==> src/rtl/mult_pkg.sv <==
// Shared definitions for the shift-add multiplier: FSM state encoding,
// default operand width and the bit-counter width helper.
package mult_pkg;

    // Default operand width in bits (legal range 2..32).
    localparam int DEFAULT_WIDTH = 8;

    // Controller states: wait for start, accumulate partial products, finish.
    typedef enum logic [1:0] {
        ST_IDLE = 2'd0,
        ST_RUN  = 2'd1,
        ST_FIX  = 2'd2
    } state_t;

    // Width of the bit counter. It only has to reach WIDTH-1.
    function automatic int cnt_width(input int width);
        return $clog2(width);
    endfunction

endpackage

==> src/rtl/mult_twos_negate.sv <==
// Combinational two's-complement negation. It is used both to take operand
// magnitudes and to apply the result sign.
module mult_twos_negate #(
    parameter int W = 16
) (
    input  logic [W-1:0] i_val,
    output logic [W-1:0] o_val
);

    // Invert and add one.
    assign o_val = ~i_val + W'(1);

endmodule

==> src/rtl/shift_add_multiplier.sv <==
// Sequential shift-add multiplier. One multiplier bit is retired per clock,
// LSB first, followed by a sign-fix cycle. Signed operands are multiplied as
// magnitudes, and the product is negated at the end when the signs differ.
module shift_add_multiplier
    import mult_pkg::*;
#(
    parameter int WIDTH          = DEFAULT_WIDTH,
    parameter int SIGNED_SUPPORT = 1
) (
    input  logic               clk,
    input  logic               rst_n,
    input  logic               start,
    input  logic               signed_mode,
    input  logic [WIDTH-1:0]   a,
    input  logic [WIDTH-1:0]   b,
    output logic               busy,
    output logic               done,
    output logic [2*WIDTH-1:0] p
);

    localparam int             PW       = 2 * WIDTH;
    localparam int             CW       = cnt_width(WIDTH);
    localparam logic [CW-1:0]  LAST_BIT = CW'(WIDTH - 1);

    // Signed operation is only possible when the feature is built in.
    logic             w_signed_op;
    logic [WIDTH-1:0] w_a_neg;
    logic [WIDTH-1:0] w_b_neg;
    logic [WIDTH-1:0] w_a_mag;
    logic [WIDTH-1:0] w_b_mag;
    logic [PW-1:0]    w_acc_neg;

    state_t           r_state;
    logic [PW-1:0]    r_mcand;   // multiplicand, pre-shifted by the current bit index
    logic [WIDTH-1:0] r_mplier;  // multiplier, shifted right so bit 0 is the current bit
    logic [CW-1:0]    r_cnt;
    logic [PW-1:0]    r_acc;
    logic             r_sign;
    logic [PW-1:0]    r_p;
    logic             r_done;
    logic             r_busy;

    assign w_signed_op = (SIGNED_SUPPORT != 0) ? signed_mode : 1'b0;

    mult_twos_negate #(.W(WIDTH)) u_neg_a (.i_val(a),     .o_val(w_a_neg));
    mult_twos_negate #(.W(WIDTH)) u_neg_b (.i_val(b),     .o_val(w_b_neg));
    mult_twos_negate #(.W(PW))    u_neg_p (.i_val(r_acc), .o_val(w_acc_neg));

    // Operand magnitudes. Negating -2^(WIDTH-1) yields the same bit pattern,
    // which is the correct magnitude when it is read as unsigned.
    assign w_a_mag = (w_signed_op && a[WIDTH-1]) ? w_a_neg : a;
    assign w_b_mag = (w_signed_op && b[WIDTH-1]) ? w_b_neg : b;

    // Controller and datapath: latch on start, add one partial product per
    // RUN cycle, then apply the sign and publish the result in FIX.
    // NOTE: state registers use non-blocking (<=) assignments so every
    // register samples the pre-edge values, just as the flops in hardware do.
    always_ff @(posedge clk or negedge rst_n) begin
        // NOTE: every register here, including the datapath, is reset. There
        // is no memory array, and an abort must leave p at zero.
        if (!rst_n) begin
            r_state  <= ST_IDLE;
            r_mcand  <= '0;
            r_mplier <= '0;
            r_cnt    <= '0;
            r_acc    <= '0;
            r_sign   <= 1'b0;
            r_p      <= '0;
            r_done   <= 1'b0;
            r_busy   <= 1'b0;
        end else begin
            r_done <= 1'b0;
            case (r_state)
                ST_IDLE: begin
                    if (start) begin
                        r_mcand  <= {{WIDTH{1'b0}}, w_a_mag};
                        r_mplier <= w_b_mag;
                        r_sign   <= w_signed_op & (a[WIDTH-1] ^ b[WIDTH-1]);
                        r_acc    <= '0;
                        r_cnt    <= '0;
                        r_busy   <= 1'b1;
                        r_state  <= ST_RUN;
                    end
                end
                ST_RUN: begin
                    if (r_mplier[0]) begin
                        r_acc <= r_acc + r_mcand;
                    end
                    r_mcand  <= r_mcand << 1;
                    r_mplier <= r_mplier >> 1;
                    r_cnt    <= r_cnt + CW'(1);
                    if (r_cnt == LAST_BIT) begin
                        r_state <= ST_FIX;
                    end
                end
                ST_FIX: begin
                    r_p     <= r_sign ? w_acc_neg : r_acc;
                    r_done  <= 1'b1;
                    r_busy  <= 1'b0;
                    r_state <= ST_IDLE;
                end
                default: begin
                    r_busy  <= 1'b0;
                    r_state <= ST_IDLE;
                end
            endcase
        end
    end

    assign busy = r_busy;
    assign done = r_done;
    assign p    = r_p;

endmodule

==> config.mk <==
export PLATFORM = sky130hd
export DESIGN_NAME = shift_add_multiplier
export DESIGN_NICKNAME = d
export VERILOG_FILES = /design/src/rtl/mult_pkg.sv /design/src/rtl/mult_twos_negate.sv /design/src/rtl/shift_add_multiplier.sv
export SDC_FILE = /design/constraint.sdc
export NUM_CORES = 1
export LEC_CHECK = 0
export ABC_AREA = 1
export CAP_MARGIN = 5
export CORE_MARGIN = 1
export CORE_UTILIZATION = 47
export CTS_BUF_LIST = sky130_fd_sc_hd__clkbuf_8
export CTS_CLUSTER_SIZE = 30
export DETAILED_ROUTE_END_ITERATION = 8
export GPL_TIMING_DRIVEN = 0
export PLACE_DENSITY = 0.78
export SLEW_MARGIN = 20
export SYNTH_ARGS = -nofsm -noshare
export SYNTH_HDL_FRONTEND = slang
export SYNTH_SLANG_ARGS = --single-unit
==> constraint.sdc <==
create_clock -name clk -period 3.2 [get_ports clk]
set_input_delay 0.32 -clock clk [delete_from_list [all_inputs] [get_ports clk]]
set_output_delay 0.32 -clock clk [all_outputs]
set_load 0.02 [all_outputs]
==> results of run 1 <==
[registers in the layout, indices dropped and copies added (netlist names)]
register,count
p,16
r_acc,16
r_mcand,16
r_mplier,8
r_cnt,3
r_state,2
busy,1
done,1
r_sign,1
[power breakdown]
group / switching (W) / internal (W)
registers: 0.000293 / 0.00116
logic: 0.00163 / 0.00106
clock network: 0.000297 / 0.000394
[Yosys cell counts (all sizes together), types with 4 or more instances]
cell,instances
nand3b,5
o22ai,12
dfrtp,64
nor2,33
a22oi,10
xor2,9
nor3,9
a21oi,19
o21ai,36
inv,88
nand2,173
o211ai,4
buf,11
nand3,41
nand4,6
ha,20
[through the flow]
| step | setup WS (ns) | hold WS, ns | instances | setup TNS, ns |
|---|---|---|---|---|
| floorplan | 1.62 | 0.0244 | 554 | 0 |
| finish | 1.42 | 0.378 | 714 | 0 |
| global route | 1.25 | 0.389 | 714 | 0 |
| detailed placement | 1.46 | 0.198 | 697 | 0 |
| CTS | 1.44 | 0.364 | 714 | 0 |
| global placement | -0.206 | 0.462 | 696 | -12.81 |
[layer usage]
metal,wire (microns),share of wire,up-vias,GRT usage
met3,355,0.039,15,0.0470
met2,4360,0.48,102,0.396
met1,4150,0.46,1710,0.270
met5,0,0,-,0
li1,-,-,1904,-
met4,176,0.019,0,0.106
[layout by cell type, fill, tap and decap left out, types with 12 or more instances in the layout]
| cell | instances |
|---|---|
| inv_1 | 80 |
| ha_1 | 20 |
| o21ai_1 | 25 |
| clkdlybuf4s50_1 | 36 |
| nand2_1 | 166 |
| a21oi_1 | 19 |
| nor2_1 | 29 |
| nand3_1 | 39 |
| o22ai_1 | 12 |
| dfrtp_1 | 64 |
[kinds of logic after synthesis]
kind of cell    Yosys count
xor+xnor                 10
simple gates            271
buf+inv                  99
compound gates           89
flops                    64
fa+ha+maj                21
[layout make-up]
| type | instances | area [sq um] |
|---|---|---|
| Tap cell | 105 | 131 |
| Buffer | 11 | 73.8 |
| Sequential cell | 64 | 1600 |
| Inverter | 88 | 333 |
| Multi-Input combinational cell | 391 | 2090 |
| Clock inverter | 5 | 47.5 |
| Fill cell | 758 | 3510 |
| Clock buffer | 11 | 151 |
| Timing Repair Buffer | 39 | 405 |
[how the worst max path moves through the flow]
stage | startpoint | to | slack (ns) | depth (start not counted)
after floorplan | r_acc[0]$_DFFE_PN0P_ | r_acc[12]$_DFFE_PN0P_ | 1.62 | 11
after detailed placement | r_mcand[0]$_DFFE_PN0P_ | r_acc[12]$_DFFE_PN0P_ | 1.46 | 11
after global placement | rst_n | r_cnt[0]$_DFFE_PN0P_ | -0.21 | 1
final | r_acc[0]$_DFFE_PN0P_ | r_acc[12]$_DFFE_PN0P_ | 1.42 | 11
after global routing | r_acc[0]$_DFFE_PN0P_ | r_acc[12]$_DFFE_PN0P_ | 1.25 | 11
after CTS | r_acc[0]$_DFFE_PN0P_ | r_acc[12]$_DFFE_PN0P_ | 1.44 | 11
[timing repair]
| item | 4_1_cts | 5_1_grt |
|---|---|---|
| resized for setup | 0 | 0 |
| setup buffers | 0 | 0 |
| endpoints found under the hold margin | 15 | 0 |
| hold buffers | 1 | 0 |
==> results.md, run 1 <==
- The run finished with clean final reports.
- After detailed routing, the number of remaining DRC violations is 0.
- The maximum fanout along the worst path is 4.
- Counting stages on the worst path, the most repeated cell is nand3_1.
- The overall routing resource usage is 0.228.
- The count of cell types in the netlist is 40.
- The critical path capture point type is a flop.
- Counting flops with a built-in enable in the synthesized netlist gives 0.
- VDD sags by at most 0.432 mV.
- The diode insertion count for antenna repair is 0.
- The critical setup path kind is flop to flop.
- The H-tree was split into 3 levels.
- The via-per-instance ratio is ~5.2.
- Setup repair after global routing left no endpoint under its margin.
- Counting cells, the worst reg-to-reg path comes to 11.
- The clock-pin slew of the registers on the worst-case setup and hold paths is 0.07 ns.
- The critical path launch point type is a flop.
- The initial core utilization is 0.491.
- For this run, the number of Yosys warnings is 0.
- The count of clock tree sinks is 64.
- The placer congestion estimate is 0.917.
- In the final routed layout, each cell accounts on average for between 10 and 15 microns.
- The share of post-route cells with drive strength above 1 is 0.0837.
- The initialized floorplan defines 33 standard-cell rows.
- The combined buffer and inverter count along the critical path is 2.
- The number of hold violations in the final report is 0.
- Input and output buffers added on the ports amount to 37.
- The number of buffers on the longest clock path is 2.
- CTS placed an instance of clkbuf_8 at the clock tree root.
- Measured on the finished design, the core utilization comes to 0.580.
- Summed over all cells, the static leakage comes to 2.50 nW.
- The net count of the mapped netlist is 595.
- In this run the remaining antenna-violating nets after routing total 0.
- After routing the design area is slightly below 5000 sq um.
- Entering global routing, the biggest net connects 50 pins.
- The area of the die is 9100 sq um.
- The routed layout has about 3700 vias.
- The complex-gate fraction of the synthesized area is 0.128.
- The cell area after placement is 4630 sq um.
- After the first detailed-routing iteration, the DRC count stood at roughly 170.
- By area, the combinational part of the netlist is dominated by simple AND/OR/NAND/NOR gates.
- The final layout contains routed wiring with a total length of between 9 and 10 mm.
- Setup violations remaining at the end of the flow were counted as 0.
- The endpoint of the most critical register-to-register path is r_acc[12]$_DFFE_PN0P_.
- The total standard cell area after synthesis is 4100 sq um.
- The actual transition at the worst max-transition pin is 0.484 ns.
- The residual overflow from global routing is 0.
- Of all flip-flops after synthesis, the portion carrying an async set or reset was 1.00.
- The final critical delay including setup and external delays is 1.78 ns.
- Before antenna repair, the detailed router went through 5 iterations.
- Data on the critical path arrives at its endpoint at roughly 2 ns.
- The cell area power density is 1000 nW/um^2.
- The worst register-to-register path begins at r_acc[0]$_DFFE_PN0P_.
- The number of antenna violations at the first check in global routing was 0.
- The final net count is about 650.
- Of the total synthesized cell area, the portion taken by AND, OR, NAND and NOR gates is 0.295.
- The number of clock buffers inserted by TritonCTS is 9.
- Of the post-synthesis cell area, the part taken by muxes is 0.
- The most instantiated flip-flop cell in the synthesis netlist is dfrtp_1.
- Synthesis produced a netlist whose cell count is 554.
- The longest individual stage delay on the worst path is 0.36 ns.
- The clock latency of the later-clocked register in the worst-skew pair is ~0.34 ns.
- The critical path goes through ha_1 -> inv_1 -> fa_1 -> inv_1 -> nand3_1 -> nand3_1 -> nand3_1 -> nand3_1 -> nand2_1 -> nand3_1 -> nand2_1.
- The flop and latch count out of synthesis is between 60 and 70.
- The via count of the first global-routing pass was 3606.
- The floorplan step defined a core boundary enclosing ~8300 sq um.
- The wire length of the first global-routing pass is 15.8 mm.
- The clock arrives with 0.00502 ns of skew.
- The adder-cell area share of the yosys netlist is 0.0659.
- The synthesized design spends more area on one cell type than any other, namely dfrtp_1.
- The data required time at the worst endpoint is 3.43 ns.
- Detailed placement ended at an HPWL of 7.01 mm.
- TritonCTS built the clock tree.
- The overall die width is ~95 microns.
- The final-report max-slew violation count is 0.
- 38 I/O pins were placed.
- Dividing the final minimum period by the clock period gives 0.555.
- Measured along the y axis, the die boundary spans approximately 95 microns.
- The synthesis-to-layout area growth is 17.9%.
- The kind of cell adding the most delay to the critical path is simple AND/OR/NAND/NOR gates.
- Of the total synthesized cell area, the portion taken by XOR and XNOR cells is 0.0214.
- Measured against its own limit, the worst slew margin works out to 0.676.
- In the post-synthesis netlist, the biggest area contributors are dfrtp_1 39%, nand2_1 15%, inv_1 7.1%, ha_1 6.1%, nand3_1 4.8%.
- The cell at the slowest stage of the critical path is dfrtp_1.
- The total power is just under 0.005 W.
- The average instance in the mapped netlist occupies roughly 7.4 sq um.
- The reg2reg setup slack is between 1 and 1.5 ns.
- The part of the Yosys area used for sequential elements is 0.391.
- The class of the tightest hold or removal check is input pin to async pin.
- Of the post-synthesis cell area, the dominant cell type holds 0.391.
- The number of max-cap violations is 0.
- The maximum clock frequency is 563 MHz.
No activity file was read; power rests on OpenSTA's default activity.
==> run 2: changes to the inputs <==
PLACE_DENSITY = 0.81   (was 0.78)
clock period = 1.5 ns   (was 3.2 ns; I/O delays follow)
==> results.md, run 2 (synthesized netlist as in run 1, its figures left out) <==
- The root cell of the clock tree is clkbuf_8.
- The worst setup margin is -0.137 ns.
- Before CTS, the worst setup slack after placement is -0.181 ns.
- In the final design database the tool counted 680 nets.
- The initialized floorplan defines 33 standard-cell rows.
- After detailed routing, the number of remaining DRC violations is 0.
- The floorplan step set the die width to about 95 microns.
- The flow ran to the end, but the final reports show violations.
- STA classifies the critical path endpoint as a flop.
- The slowest stage of the critical path belongs to the cell dfrtp_1.
- The longest individual stage delay on the worst path is 0.36 ns.
- The relative contribution of sequential cells to total power is 0.257.
- The detailed-route wire length is 10.9 mm.
- TritonCTS built the clock tree.
- The power share of the clock group is 0.105.
- The endpoint of the most critical register-to-register path is r_acc[14]$_DFFE_PN0P_.
- The number of antenna violations at the first check in global routing is 0.
- The total power is between 0.01 and 0.015 W.
- The detail route stage leaves a number of antenna-violating nets equal to 0.
- In the layout the commonest cells are 136 x nand2_1, 74 x inv_1, 55 x dfrtp_1, 37 x buf_4, 32 x clkdlybuf4s50_1.
- The area of the die is between 9000 and 10000 sq um.
- The setup skew after layout is a little under 0.007 ns.
- The worst register-to-register path has a setup slack of -0.14 ns.
- The residual overflow from global routing is 0.
- The critical register-to-register path startpoint is r_acc[0]$_DFFE_PN0P_.
- The post-route fraction of the period consumed by the critical path is 1.09.
- The worst hold path belongs to the class input pin to async pin.
- The H-tree level count is 3.
- The number of filler instances in the final layout is around 660.
- After clock tree synthesis, the clock-pin slew on the worst setup and hold paths is around 0.07 ns.
- The maximum fanout along the worst path is 4.
- The final critical delay including setup and external delays is approximately 1.6 ns.
- Among cell families on the critical path, the largest total delay comes from simple AND/OR/NAND/NOR gates.
- In this run the tightest slew margin relative to its limit is 0.657.
- The region available for standard cell placement spans 8340 sq um.
- The combined buffer and inverter count along the critical path is 2.
- Leaving out fill and tap cells, the most frequent cell in the layout is nand2_1.
- STA puts the critical path data required time at 1.74 ns.
- The actual transition at the worst max-transition pin is 0.513 ns.
- The area growth from synthesis to layout is 34.7%.
- Static timing analysis puts the maximum clock frequency at 611 MHz.
- Among the stages of the critical path, the cell type that occurs most often is nand2_1.
- The switching part of the total power is 0.466.
- Across the run, the number of max-cap violations was 0.
- The checks that failed: negative setup slack.
- Across every metal layer, demand over resource in global routing totals 0.251.
- The routed layout has 4072 vias.
- Input and output buffers added on the ports amount to 37.
- The first-pass iteration count of the detailed router is 5.
- Clock tree synthesis found a total of 64 sinks.
- The area used by multi-input combinational logic is 2520 sq um.
- The critical setup path kind is flop to flop.
- The initial DRC count is 211.
- The placer congestion estimate is 0.920.
- The number of hold violations in the final report is 0.
- The cell depth of the worst flop-to-flop path is 11.
- The total leakage power is 2.74 nW.
- Setup repair after global routing could not meet its margin everywhere.
- The number of top-level pins is 38.
- The final-report max-slew violation count came to 0.
- The via count of the first global-routing pass came to 4010.
- The combined flip-flop and latch cell area is 1610 sq um.
- Cell internal power was estimated by the tool at approximately 0.0066 W.
- The setup TNS is -1.21 ns.
- Clock tree synthesis inserted a total of 9 buffers.
- Detailed placement ended at an HPWL of just over 7 mm.
- The worst setup path is launched from a flop.
- The repair_antennas step left the layout with diodes totalling 0.
- The portion of total power attributed to combinational logic is 0.638.
- The number of buffers on the longest clock path is 2.
- The total net switching power is 0.00577 W.
- Walking the worst path, the cells encountered are ha_2 -> inv_2 -> fa_2 -> inv_2 -> nand2_1 -> nand3_4 -> nand2_2 -> nand2_1 -> nand2_1 -> nand3_1 -> nand2_1.
- The maximum number of pins on one net before global-route repair is 50.
- In the final layout, the share of cells above drive strength 1 is 0.267.
- The via-per-instance ratio is 5.44.
- The vertical die dimension is 95.4 microns.
- The endpoint arrival time on the critical path is 1.88 ns.
- The first global-routing pass estimated 17.6 mm of wire.
- For this design the ratio of total power to cell area is between 2000 and 2500 nW/um^2.
- Setup violations remaining at the end of the flow were counted as 16.
- The routed wirelength normalized by instance count is 14.6 microns.
- Across the VDD grid, the largest voltage drop is roughly 0.91 mV.
- For the worst-skew pair, the clock arrives at the later sink with an insertion delay of around 0.35 ns.
- The initial core utilization is 0.491.
## run 2: power by group through the flow
stage / combinational, W / clock (W) / sequential, W
after floorplan: 0.00404 / 0 / 0.00322
after global placement: 0.00556 / 0 / 0.00311
after detailed placement: 0.00574 / 0 / 0.00315
after CTS: 0.00686 / 0.00131 / 0.00316
after global routing: 0.00865 / 0.00139 / 0.00327
final: 0.00790 / 0.00130 / 0.00318
## run 2: worst max-delay path by stage
stage / start / endpoint / slack [ns] / cells past startpoint
final: r_acc[0]$_DFFE_PN0P_ / r_acc[14]$_DFFE_PN0P_ / -0.14 / 11
after global routing: r_acc[12]$_DFFE_PN0P_ / r_acc[14]$_DFFE_PN0P_ / -0.23 / 9
after CTS: r_acc[0]$_DFFE_PN0P_ / r_acc[12]$_DFFE_PN0P_ / -0.10 / 11
after detailed placement: r_acc[8]$_DFFE_PN0P_ / r_acc[14]$_DFFE_PN0P_ / -0.18 / 10
after global placement: rst_n / r_mcand[15]$_DFFE_PN0P_ / -1.69 / 1
after floorplan: r_acc[2]$_DFFE_PN0P_ / r_acc[13]$_DFFE_PN0P_ / 0.002 / 8
## run 2: metal layers
| metal | wire length, microns | vias to the layer above | track usage |
|---|---|---|---|
| li1 | - | 1980 | - |
| met1 | 4530 | 1906 | 0.296 |
| met2 | 5580 | 155 | 0.440 |
| met3 | 542 | 31 | 0.0431 |
| met4 | 281 | 0 | 0.124 |
| met5 | 0 | - | 0 |
## run 2: layout make-up
class,instances,area share
multi-input cells,391,0.456
flip-flops and latches,64,0.292
repair buffers,74,0.124
inverters,88,0.0607
clock buffers,11,0.0274
well taps,105,0.0238
plain buffers,11,0.0134
clock inverters,4,0.00272
## run 2: timing repair
| item | CTS | global route |
|---|---|---|
| hold endpoints to repair | 64 | 0 |
| hold buffers | 1 | 0 |
| buffers inserted | 26 | 9 |
| pin swaps | 14 | 34 |
| gates resized for setup | 45 | 57 |
| endpoints found under the setup margin | 16 | 27 |
## run 2: through the flow
stage               instance area, sq um  hold slack, ns  utilization  cells
floorplan                           4120          -0.146            -    554
global placement                    4620           0.462        0.554    696
detailed placement                  4650          0.0267        0.557    697
CTS                                 5270           0.198        0.631    739
global route                        5520           0.221        0.662    748
finish                              5520           0.189        0.662    748
==> run 3: changes to the inputs <==
CORE_MARGIN = not set   (was 1)
CTS_CLUSTER_SIZE = 14   (was 30)
==> results of run 3 <==
No change in the layout: final DEF, timing and power equal those of run 2.
